<file path="config.mk">
export PLATFORM = sky130hd
export DESIGN_NAME = mvm_stream_core
export DESIGN_NICKNAME = d
export VERILOG_FILES = /design/src/rtl/mvm_stream_core.sv
export SDC_FILE = /design/constraint.sdc
export NUM_CORES = 1
export LEC_CHECK = 0
export ABC_AREA = 1
export BUFFER_PORTS_ARGS = -buffer_cell sky130_fd_sc_hd__buf_4
export CORE_MARGIN = 1
export CORE_UTILIZATION = 60
export CTS_BUF_LIST = sky130_fd_sc_hd__clkbuf_4
export DETAILED_ROUTE_END_ITERATION = 8
export PLACE_DENSITY = 0.77
export SYNTH_ARGS = -nofsm -noshare
export SYNTH_HDL_FRONTEND = slang
export SYNTH_SLANG_ARGS = --single-unit
</file>
<file path="constraint.sdc">
create_clock -name clk -period 8.8 [get_ports clk]
set_input_delay 0.44 -clock clk [delete_from_list [all_inputs] [get_ports clk]]
set_output_delay 0.44 -clock clk [all_outputs]
set_load 0.1 [all_outputs]
</file>
<file path="src/rtl/mvm_stream_core.sv">
// mvm_stream_core
// Streaming matrix-vector multiply engine sitting between a UART RX byte
// stream and a UART TX byte stream.
//
// Command bytes (accepted in IDLE):
//   0x01 LOAD_M : next N_ROWS*N_COLS bytes are the matrix, row-major.
//   0x02 LOAD_V : next N_COLS bytes are the vector; the multiply then runs and
//                 every row result is returned as OUT_BYTES bytes, LSB first.
//   0x03 CLEAR  : zero the matrix and the sticky error flag.
//   other       : set the sticky error flag.
// The matrix persists across runs. Elements are the low DATA_W bits of each
// byte, interpreted as signed. Results wrap modulo 2^(OUT_BYTES*8).
//
// Ports:
//   clk, rst          clock, synchronous active-high reset
//   s_data/s_valid/s_ready   input byte stream
//   m_data/m_valid/m_ready   output byte stream
//   busy              high whenever the engine is not in IDLE
//   err               sticky unknown-command flag
//
// Handshake: a byte moves on a port in any cycle where valid and ready are
// both high at the rising clock edge. s_ready, m_valid and m_data are all
// registered; m_valid/m_data hold their value until the byte is taken and
// never depend combinationally on m_ready.
module mvm_stream_core #(
  parameter int N_ROWS    = 4,
  parameter int N_COLS    = 4,
  parameter int DATA_W    = 8,
  parameter int OUT_BYTES = 3
) (
  input  logic       clk,
  input  logic       rst,
  input  logic [7:0] s_data,
  input  logic       s_valid,
  output logic       s_ready,
  output logic [7:0] m_data,
  output logic       m_valid,
  input  logic       m_ready,
  output logic       busy,
  output logic       err
);

  localparam int N_ELEM = N_ROWS * N_COLS;
  localparam int ACC_W  = OUT_BYTES * 8;
  localparam int PROD_W = 2 * DATA_W;
  localparam int EL_W   = (N_ELEM > 1)    ? $clog2(N_ELEM)    : 1;
  localparam int ROW_W  = (N_ROWS > 1)    ? $clog2(N_ROWS)    : 1;
  localparam int COL_W  = (N_COLS > 1)    ? $clog2(N_COLS)    : 1;
  localparam int BYTE_W = (OUT_BYTES > 1) ? $clog2(OUT_BYTES) : 1;

  localparam logic [7:0] CMD_LOAD_M = 8'h01;
  localparam logic [7:0] CMD_LOAD_V = 8'h02;
  localparam logic [7:0] CMD_CLEAR  = 8'h03;

  // S_START is the one-cycle gap between the last vector byte and the first
  // MAC; it clears the datapath so the first result appears N_COLS+1 cycles
  // after the last vector byte.
  typedef enum logic [2:0] {
    S_IDLE,
    S_LOAD_M,
    S_LOAD_V,
    S_START,
    S_COMPUTE,
    S_SEND
  } state_t;

  state_t                     state_q, state_d;
  logic signed [DATA_W-1:0]   mat_q [N_ELEM];
  logic signed [DATA_W-1:0]   mat_d [N_ELEM];
  logic signed [DATA_W-1:0]   vec_q [N_COLS];
  logic signed [DATA_W-1:0]   vec_d [N_COLS];
  logic [ACC_W-1:0]           acc_q, acc_d;
  logic [ACC_W-1:0]           result_q, result_d;
  logic [EL_W-1:0]            el_q, el_d;
  logic [COL_W-1:0]           col_q, col_d;
  logic [ROW_W-1:0]           row_q, row_d;
  logic [BYTE_W-1:0]          byte_q, byte_d;
  logic                       s_ready_q, s_ready_d;
  logic                       m_valid_q, m_valid_d;
  logic [7:0]                 m_data_q, m_data_d;
  logic                       busy_q, busy_d;
  logic                       err_q, err_d;

  logic                       in_fire;
  logic                       out_fire;
  logic signed [PROD_W-1:0]   prod;
  logic signed [ACC_W-1:0]    prod_ext;
  logic [ACC_W-1:0]           acc_sum;

  assign s_ready = s_ready_q;
  assign m_valid = m_valid_q;
  assign m_data  = m_data_q;
  assign busy    = busy_q;
  assign err     = err_q;

  always_comb begin
    state_d  = state_q;
    mat_d    = mat_q;
    vec_d    = vec_q;
    acc_d    = acc_q;
    result_d = result_q;
    el_d     = el_q;
    col_d    = col_q;
    row_d    = row_q;
    byte_d   = byte_q;
    m_valid_d = m_valid_q;
    m_data_d  = m_data_q;
    err_d     = err_q;

    in_fire  = s_valid & s_ready_q;
    out_fire = m_valid_q & m_ready;

    // During COMPUTE el_q tracks row*N_COLS+col, so it addresses the matrix
    // directly without a multiplier.
    prod     = mat_q[el_q] * vec_q[col_q];
    prod_ext = ACC_W'(prod);
    acc_sum  = acc_q + prod_ext;

    case (state_q)
      S_IDLE: begin
        if (in_fire) begin
          case (s_data)
            CMD_LOAD_M: begin
              state_d = S_LOAD_M;
              el_d    = '0;
            end
            CMD_LOAD_V: begin
              state_d = S_LOAD_V;
              col_d   = '0;
            end
            CMD_CLEAR: begin
              for (int i = 0; i < N_ELEM; i++) mat_d[i] = '0;
              err_d = 1'b0;
            end
            default: err_d = 1'b1;
          endcase
        end
      end

      S_LOAD_M: begin
        if (in_fire) begin
          mat_d[el_q] = s_data[DATA_W-1:0];
          if (el_q == EL_W'(N_ELEM - 1)) begin
            el_d    = '0;
            state_d = S_IDLE;
          end else begin
            el_d = el_q + EL_W'(1);
          end
        end
      end

      S_LOAD_V: begin
        if (in_fire) begin
          vec_d[col_q] = s_data[DATA_W-1:0];
          if (col_q == COL_W'(N_COLS - 1)) begin
            col_d   = '0;
            state_d = S_START;
          end else begin
            col_d = col_q + COL_W'(1);
          end
        end
      end

      S_START: begin
        acc_d   = '0;
        row_d   = '0;
        col_d   = '0;
        el_d    = '0;
        state_d = S_COMPUTE;
      end

      S_COMPUTE: begin
        acc_d = acc_sum;
        el_d  = el_q + EL_W'(1);
        if (col_q == COL_W'(N_COLS - 1)) begin
          result_d  = acc_sum;
          col_d     = '0;
          byte_d    = '0;
          m_valid_d = 1'b1;
          m_data_d  = acc_sum[7:0];
          state_d   = S_SEND;
        end else begin
          col_d = col_q + COL_W'(1);
        end
      end

      S_SEND: begin
        if (out_fire) begin
          if (byte_q == BYTE_W'(OUT_BYTES - 1)) begin
            m_valid_d = 1'b0;
            byte_d    = '0;
            if (row_q != ROW_W'(N_ROWS - 1)) begin
              row_d   = row_q + ROW_W'(1);
              acc_d   = '0;
              col_d   = '0;
              state_d = S_COMPUTE;
            end else begin
              state_d = S_IDLE;
            end
          end else begin
            byte_d   = byte_q + BYTE_W'(1);
            m_data_d = 8'(result_q >> (8 * (int'(byte_q) + 1)));
          end
        end
      end

      default: state_d = S_IDLE;
    endcase

    // Registered from the next state so they line up with state_q.
    s_ready_d = (state_d == S_IDLE) || (state_d == S_LOAD_M) ||
                (state_d == S_LOAD_V);
    busy_d    = (state_d != S_IDLE);
  end

  always_ff @(posedge clk) begin
    if (rst) begin
      state_q   <= S_IDLE;
      for (int i = 0; i < N_ELEM; i++) mat_q[i] <= '0;
      for (int i = 0; i < N_COLS; i++) vec_q[i] <= '0;
      acc_q     <= '0;
      result_q  <= '0;
      el_q      <= '0;
      col_q     <= '0;
      row_q     <= '0;
      byte_q    <= '0;
      s_ready_q <= 1'b0;
      m_valid_q <= 1'b0;
      m_data_q  <= '0;
      busy_q    <= 1'b0;
      err_q     <= 1'b0;
    end else begin
      state_q   <= state_d;
      mat_q     <= mat_d;
      vec_q     <= vec_d;
      acc_q     <= acc_d;
      result_q  <= result_d;
      el_q      <= el_d;
      col_q     <= col_d;
      row_q     <= row_d;
      byte_q    <= byte_d;
      s_ready_q <= s_ready_d;
      m_valid_q <= m_valid_d;
      m_data_q  <= m_data_d;
      busy_q    <= busy_d;
      err_q     <= err_d;
    end
  end

endmodule
</file>
# Word-level counts from Yosys, hierarchy flattened
# Index checks and enable logic that the tools add are counted.
[word_totals]
register_bits = 233
input_bits = 12
out_inout_bits = 12
word_cells = 160
[op_classes]
addsub = 6
n_mul = 1
order_cmp = 4
eq_ne = 25
shift = 1
muxes = 61
bitwise = 5
reduce_logical = 25
[op_table]
columns = ["operator", "count"]
rows = [
  ["128-bit 2-to-1 mux", 3],
  ["128-bit one-hot mux with 2 select lines", 1],
  ["128-bit bitwise mux", 1],
  ["24-bit 2-to-1 mux", 3],
  ["8-bit 2-to-1 mux", 9],
  ["24-bit one-hot mux with 3 select lines", 1],
  ["8-bit binary-select mux with 4-bit select", 1],
  ["32-bit bitwise mux", 1],
  ["8-bit demux with 4-bit select", 1],
  ["3-bit 2-to-1 mux", 9],
  ["2-bit 2-to-1 mux", 13],
  ["24-bit adder", 1],
  ["4-bit AND reduction", 6],
  ["24-bit by 6-bit right shift with 8-bit output", 1],
  ["2-bit != test, second input constant", 9],
  ["3-bit one-hot mux with 6 select lines", 1],
  ["8-bit binary-select mux with 2-bit select", 1],
  ["8-bit demux with 2-bit select", 1],
  ["8-bit by 2-bit equality test with 1-bit output, second input constant", 2],
  ["8-bit by 8-bit multiplier with 16-bit output", 1],
  ["4-bit 2-to-1 mux", 4],
  ["4-bit one-hot mux with 4 select lines", 1],
  ["8-bit one-hot mux with 2 select lines", 1],
  ["2-bit one-hot mux with 5 select lines", 1],
  ["33 further kinds", 55],
]

# Depth between registers and ports, before layout
[depth]
word_depth = 8
mapped_depth = 39
mapped_depth_nobuf = 37

# Worst setup path before layout
# OpenSTA, ideal clock, no wires.
[synth_path]
path_type = "reg2reg"
from = "register el_q[0]"
to = "register result_q[23]"
setup_time_ns = 0.114
t_arrival_ns = 6.059
t_required_ns = 8.686
path_slack_ns = 2.628
path_stages_with_launch = 37
n_path_buf = 2
synth_period_minus_slack_ns = 6.172
path_cell_list = "dfxtp_1 inv_1 clkbuf_1 clkbuf_1 nor2_1 o22ai_1 nand2_1 nand4_1 inv_1 nor2_1 fa_1 fa_1 fa_1 inv_1 fa_1 inv_1 ha_1 nand2_1 nand2_1 nand2_1 nand2_1 a21oi_1 o211a_1 xor2_1 inv_1 ha_1 nand2_1 nor2_1 inv_1 nor4_1 nand2_1 inv_1 nor2_1 nand3_1 nand2_1 o21bai_1 inv_1"
[synth_between]
elab_chain_len = 6
[synth_rtl]
columns = ["element", "line", "text"]
rows = [
  ["from (decl)", "74", "logic [EL_W-1:0] el_q, el_d;"],
  ["from (signal assigned)", "238", "el_q <= el_d;"],
  ["4-bit NOT with 5-bit output (implied by the code)", "115", "prod = mat_q[el_q] * vec_q[col_q];"],
  ["8-bit binary-select mux with 4-bit select", "115", ""],
  ["8-bit 2-to-1 mux (implied by the code) (2 in a row)", "115", ""],
  ["8-bit by 8-bit multiplier with 16-bit output", "115", ""],
  ["24-bit adder", "117", "acc_sum = acc_q + prod_ext;"],
  ["to (signal assigned)", "237", "result_q <= result_d;"],
  ["to (decl)", "73", "logic [ACC_W-1:0] result_q, result_d;"],
]
# Every way passes these cells. The select of a mux whose other input is x is not followed.
# A chain may end at the register's enable or synchronous reset.

# Worst setup path in the final report
[layout_path]
from = "register col_q[0]"
to = "register acc_q[15]"
[layout_between]
elab_chain_len = 7
[layout_rtl]
columns = ["element", "line", "text"]
rows = [
  ["from (decl)", "75", "logic [COL_W-1:0] col_q, col_d;"],
  ["from (signal assigned)", "239", "col_q <= col_d;"],
  ["2-bit NOT with 3-bit output (implied by the code)", "115", ""],
  ["8-bit binary-select mux with 2-bit select", "115", ""],
  ["8-bit 2-to-1 mux (implied by the code) (2 in a row)", "115", ""],
  ["8-bit by 8-bit multiplier with 16-bit output", "115", ""],
  ["24-bit adder", "117", ""],
  ["24-bit one-hot mux with 3 select lines", "119", "case (state_q)"],
  ["to (signal assigned)", "221", "acc_q <= '0;"],
  ["to (signal assigned)", "236", "acc_q <= acc_d;"],
  ["to (decl)", "72", "logic [ACC_W-1:0] acc_q, acc_d;"],
]
# Every way passes these cells. The select of a mux whose other input is x is not followed.

==> metrics.csv <==
stage,metric,value,unit
run_status,status,completed,
place,gpl congestion,0.924,
routing,drt first-iter violations,1243,
logic_synthesis,fraction of registers with async set/reset,0,%
min_path,Hold Path End,vec_q[5],
timing,worst-margin pin slew,1250,ps
die,Starting Density,61.9,%
routing,routed wire length,37400,um
logic_synthesis,Seq cells post-synth,225,
final_layout,multi-input logic area,7980,um2
setup_path,reg2reg end,acc_q[15],
die,FP Rows,54,
routing,DRT antenna net count,0,
setup_path,Most Frequent Cell on Critical Path,nand2_1,
final_layout,layout cells sized above 1,7.43,%
cts,clock sinks,225,
min_path,hold wc startpoint,s_data[5],
setup_path,Crit path largest cell delay,890,ps
place,dpl hpwl,26000,um
cts,Clock Latency Late Sink,730,ps
cts,post_cts resized,0,
setup_path,Worst R2R Path Depth,29,
global_routing,vias in the first global route,12401,
setup_path,critical path's slowest cell,a32oi_1,
routing,vias per std cell,5.72,
min_path,hold depth,3,
cts,CTS tree,built,
global_routing,largest net degree at the start of global routing,94,
final_layout,Reg area,4510,um2
setup_path,critical path class,register to register,
timing,final count of hold timing violations,0,
timing,Rel. slew slack,16.7,%
timing,clock skew,72.7,ps
setup_path,CP Buf/Inv Count,5,
final_layout,fin area,14700,um2
setup_path,critical path peak fanout,25,
cts,total CTS buffers,59,
power_and_ir_drop,P per Cell Area,136,nW/um2
place,Post-DP Area,13900,um2
die,core box area,22100,um2
global_routing,grt total ovfl,0,
logic_synthesis,Ys Warns,0,
logic_synthesis,post-synth top area cell,dfxtp_1,
power_and_ir_drop,Tot Pwr,1990,uW
final_layout,Util after Layout,66.3,%
setup_path,type of destination of the critical path,register,
setup_path,CP Data Required Time,9460,ps
place,Buffers on Ports,23,
final_layout,area grow syn2layout,7.13,%
global_routing,first-pass GRT wire length,61500,um
cts,clock buffer depth,3,
logic_synthesis,"EDFF count, synth",0,
logic_synthesis,synthesized area per cell,7.04,um2
logic_synthesis,synth top area cells,"dfxtp_1, nand2_1, a21oi_1, fa_1, inv_1",
setup_path,critical path launch point type,register,
setup_path,Worst R2R Setup Slack,850,ps
setup_path,Critical Path AT,8610,ps
die,DIE AREA,23400,um2
place,pre-CTS WS,969,ps
logic_synthesis,fraction of post-synthesis cell area in the top cell type by area,32.9,%
min_path,worst hold-check path type,primary input to register,
logic_synthesis,sequential share of the synthesized area,32.9,%
die,Boundary Pins,24,
die,width of the die,153,um
routing,drc violations,0,
global_routing,antenna violations before repair,1,
cts,clock root buffer master,clkbuf_4,
timing,worst setup margin,846,ps
power_and_ir_drop,worst vdd ir,0.131,mV
setup_path,Worst path top cell family by delay,adder cells,
power_and_ir_drop,P_leak,0.00624,uW
final_layout,nets,2091,
routing,Pre-antenna DRT Iters,7,
global_routing,GRT Total Usage,32.3,%
timing,Final period util,90.4,%
logic_synthesis,Synth cell types,49,
cts,clock-pin slew on the worst setup and hold paths,70,ps
timing,Max Freq,126,MHz
routing,routed wire length per instance,16.4,um
run,maxcap violations,0,
final_layout,number of fill cells in the layout,2012,
logic_synthesis,Synth Flop Type,dfxtp_1,
timing,RSZ-0062 raised after global routing,no,
timing,# setup viols final,0,
cts,htree depth,2,
die,Die Y,153,um
setup_path,Worst R2R Start,col_q[0],
timing,Slew Limit Fails,0,
timing,setup tns final,0,ps
timing,minimum clock period,7950,ps
logic_synthesis,Mapped Area,13700,um2
routing,via count,12994,
logic_synthesis,Mapped Cells,1942,
logic_synthesis,"Net Count, Synth",2073,
## stage by stage
stage | std cells | hold slack, ps
2_1_floorplan | 1942 | 425
3_3_place_gp | 2178 | 436
3_5_place_dp | 2178 | 445
4_1_cts | 2271 | 4.52
5_1_grt | 2273 | 8.72
6_report | 2273 | 28.7
## registers in the layout (all words and copies together) (netlist names)
signal	flops
mat_q	128
vec_q	32
acc_q	24
result_q	16
m_data	8
el_q	4
state_q	3
byte_q	2
col_q	2
row_q	2
busy	1
err	1
m_valid	1
s_ready	1
## metal layers
layer	GRT usage (%)	routed length, um	up-vias
met5	0	0	-
met1	44.8	16600	5993
li1	-	-	6371
met2	50.8	16500	552
met4	10.7	871	0
met3	5.98	3380	78
## how the worst max path moves through the flow
stage / startpoint / to / slack, ps / depth (start not counted)
finish: col_q[0] / acc_q[15] / 850 / 29
floorplan: el_q[0] / result_q[23] / 2630 / 36
global placement: col_q[0] / acc_q[15] / 1220 / 29
CTS: col_q[0] / acc_q[15] / 990 / 29
detailed placement: col_q[0] / acc_q[15] / 970 / 29
global route: col_q[0] / acc_q[19] / 300 / 32
## cells by family after synthesis
logic type      count (synthesis)  synth area share (%)
xor+xnor                       31                  1.98
buf+inv                       300                  8.74
fa+ha+maj                     119                  14.0
flops                         225                  32.9
simple gates                  786                  23.2
compound gates                481                  19.2
## cells in the final DEF (no fill, tap or decap), types with 3 or more instances in the layout
cell type and count:
a22oi_1 4, clkbuf_4 84, nor2_2 5, inv_2 8, nand4_1 19, o211ai_1 3
nand2_1 489, buf_4 32, dfxtp_1 224, o21ai_1 16, a21o_1 5, fa_1 56
o21ai_0 137, xor2_1 18, o22ai_1 33, ha_1 63, a31oi_1 4, xnor2_1 13
a21oi_1 241, clkinv_1 6, a211oi_1 4, a32oi_1 5, inv_1 214, o21bai_1 16
or2_2 5, nand3_1 54, nor3_1 11, nor2_1 192
## area by class of cell
type,instances,share of cell area (%)
diodes,2,0.0342
clock buffers,84,4.30
clock inverters,8,0.623
inverters,224,5.74
multi-input cells,1417,54.5
flip-flops and latches,225,30.7
well taps,280,2.39
repair buffers,33,1.71
## power by group
part / internal, uW / switching (uW)
clock: 489 / 437
combinational: 9.20 / 33.6
sequential: 1020 / 0.516
## worst register-to-register path: cells and delay by family, from the launching register on
family,cells,cell delay [ps]
buf+inv,5,740
flops,1,790
simple gates,8,1080
compound gates,8,2060
xor+xnor,2,510
fa+ha+maj,6,2710
## cells in the mapped netlist (all sizes together), types with 2 or more instances
cell type  instances
nor2             198
o211ai             3
xor2              18
ha                63
dfxtp            225
nand2            490
a211oi             5
a41oi              2
o22ai             33
o221ai             2
a21oi            242
nand3             54
a31oi              4
nor3              13
o21ai            154
buf               16
nor4               2
inv              222
a21o               5
a22oi              4
a32oi              5
a221oi             2
o21bai            16
fa                56
or2                6
clkinv             2
nand4             20
xnor2             13
clkbuf            60
## repair_timing
| action | CTS | global route |
|---|---|---|
| hold buffers | 1 | 0 |
| endpoints found under the hold margin | 1 | 0 |
| setup buffers | 0 | 0 |
Note: power is estimated with default switching activity, not from simulation.
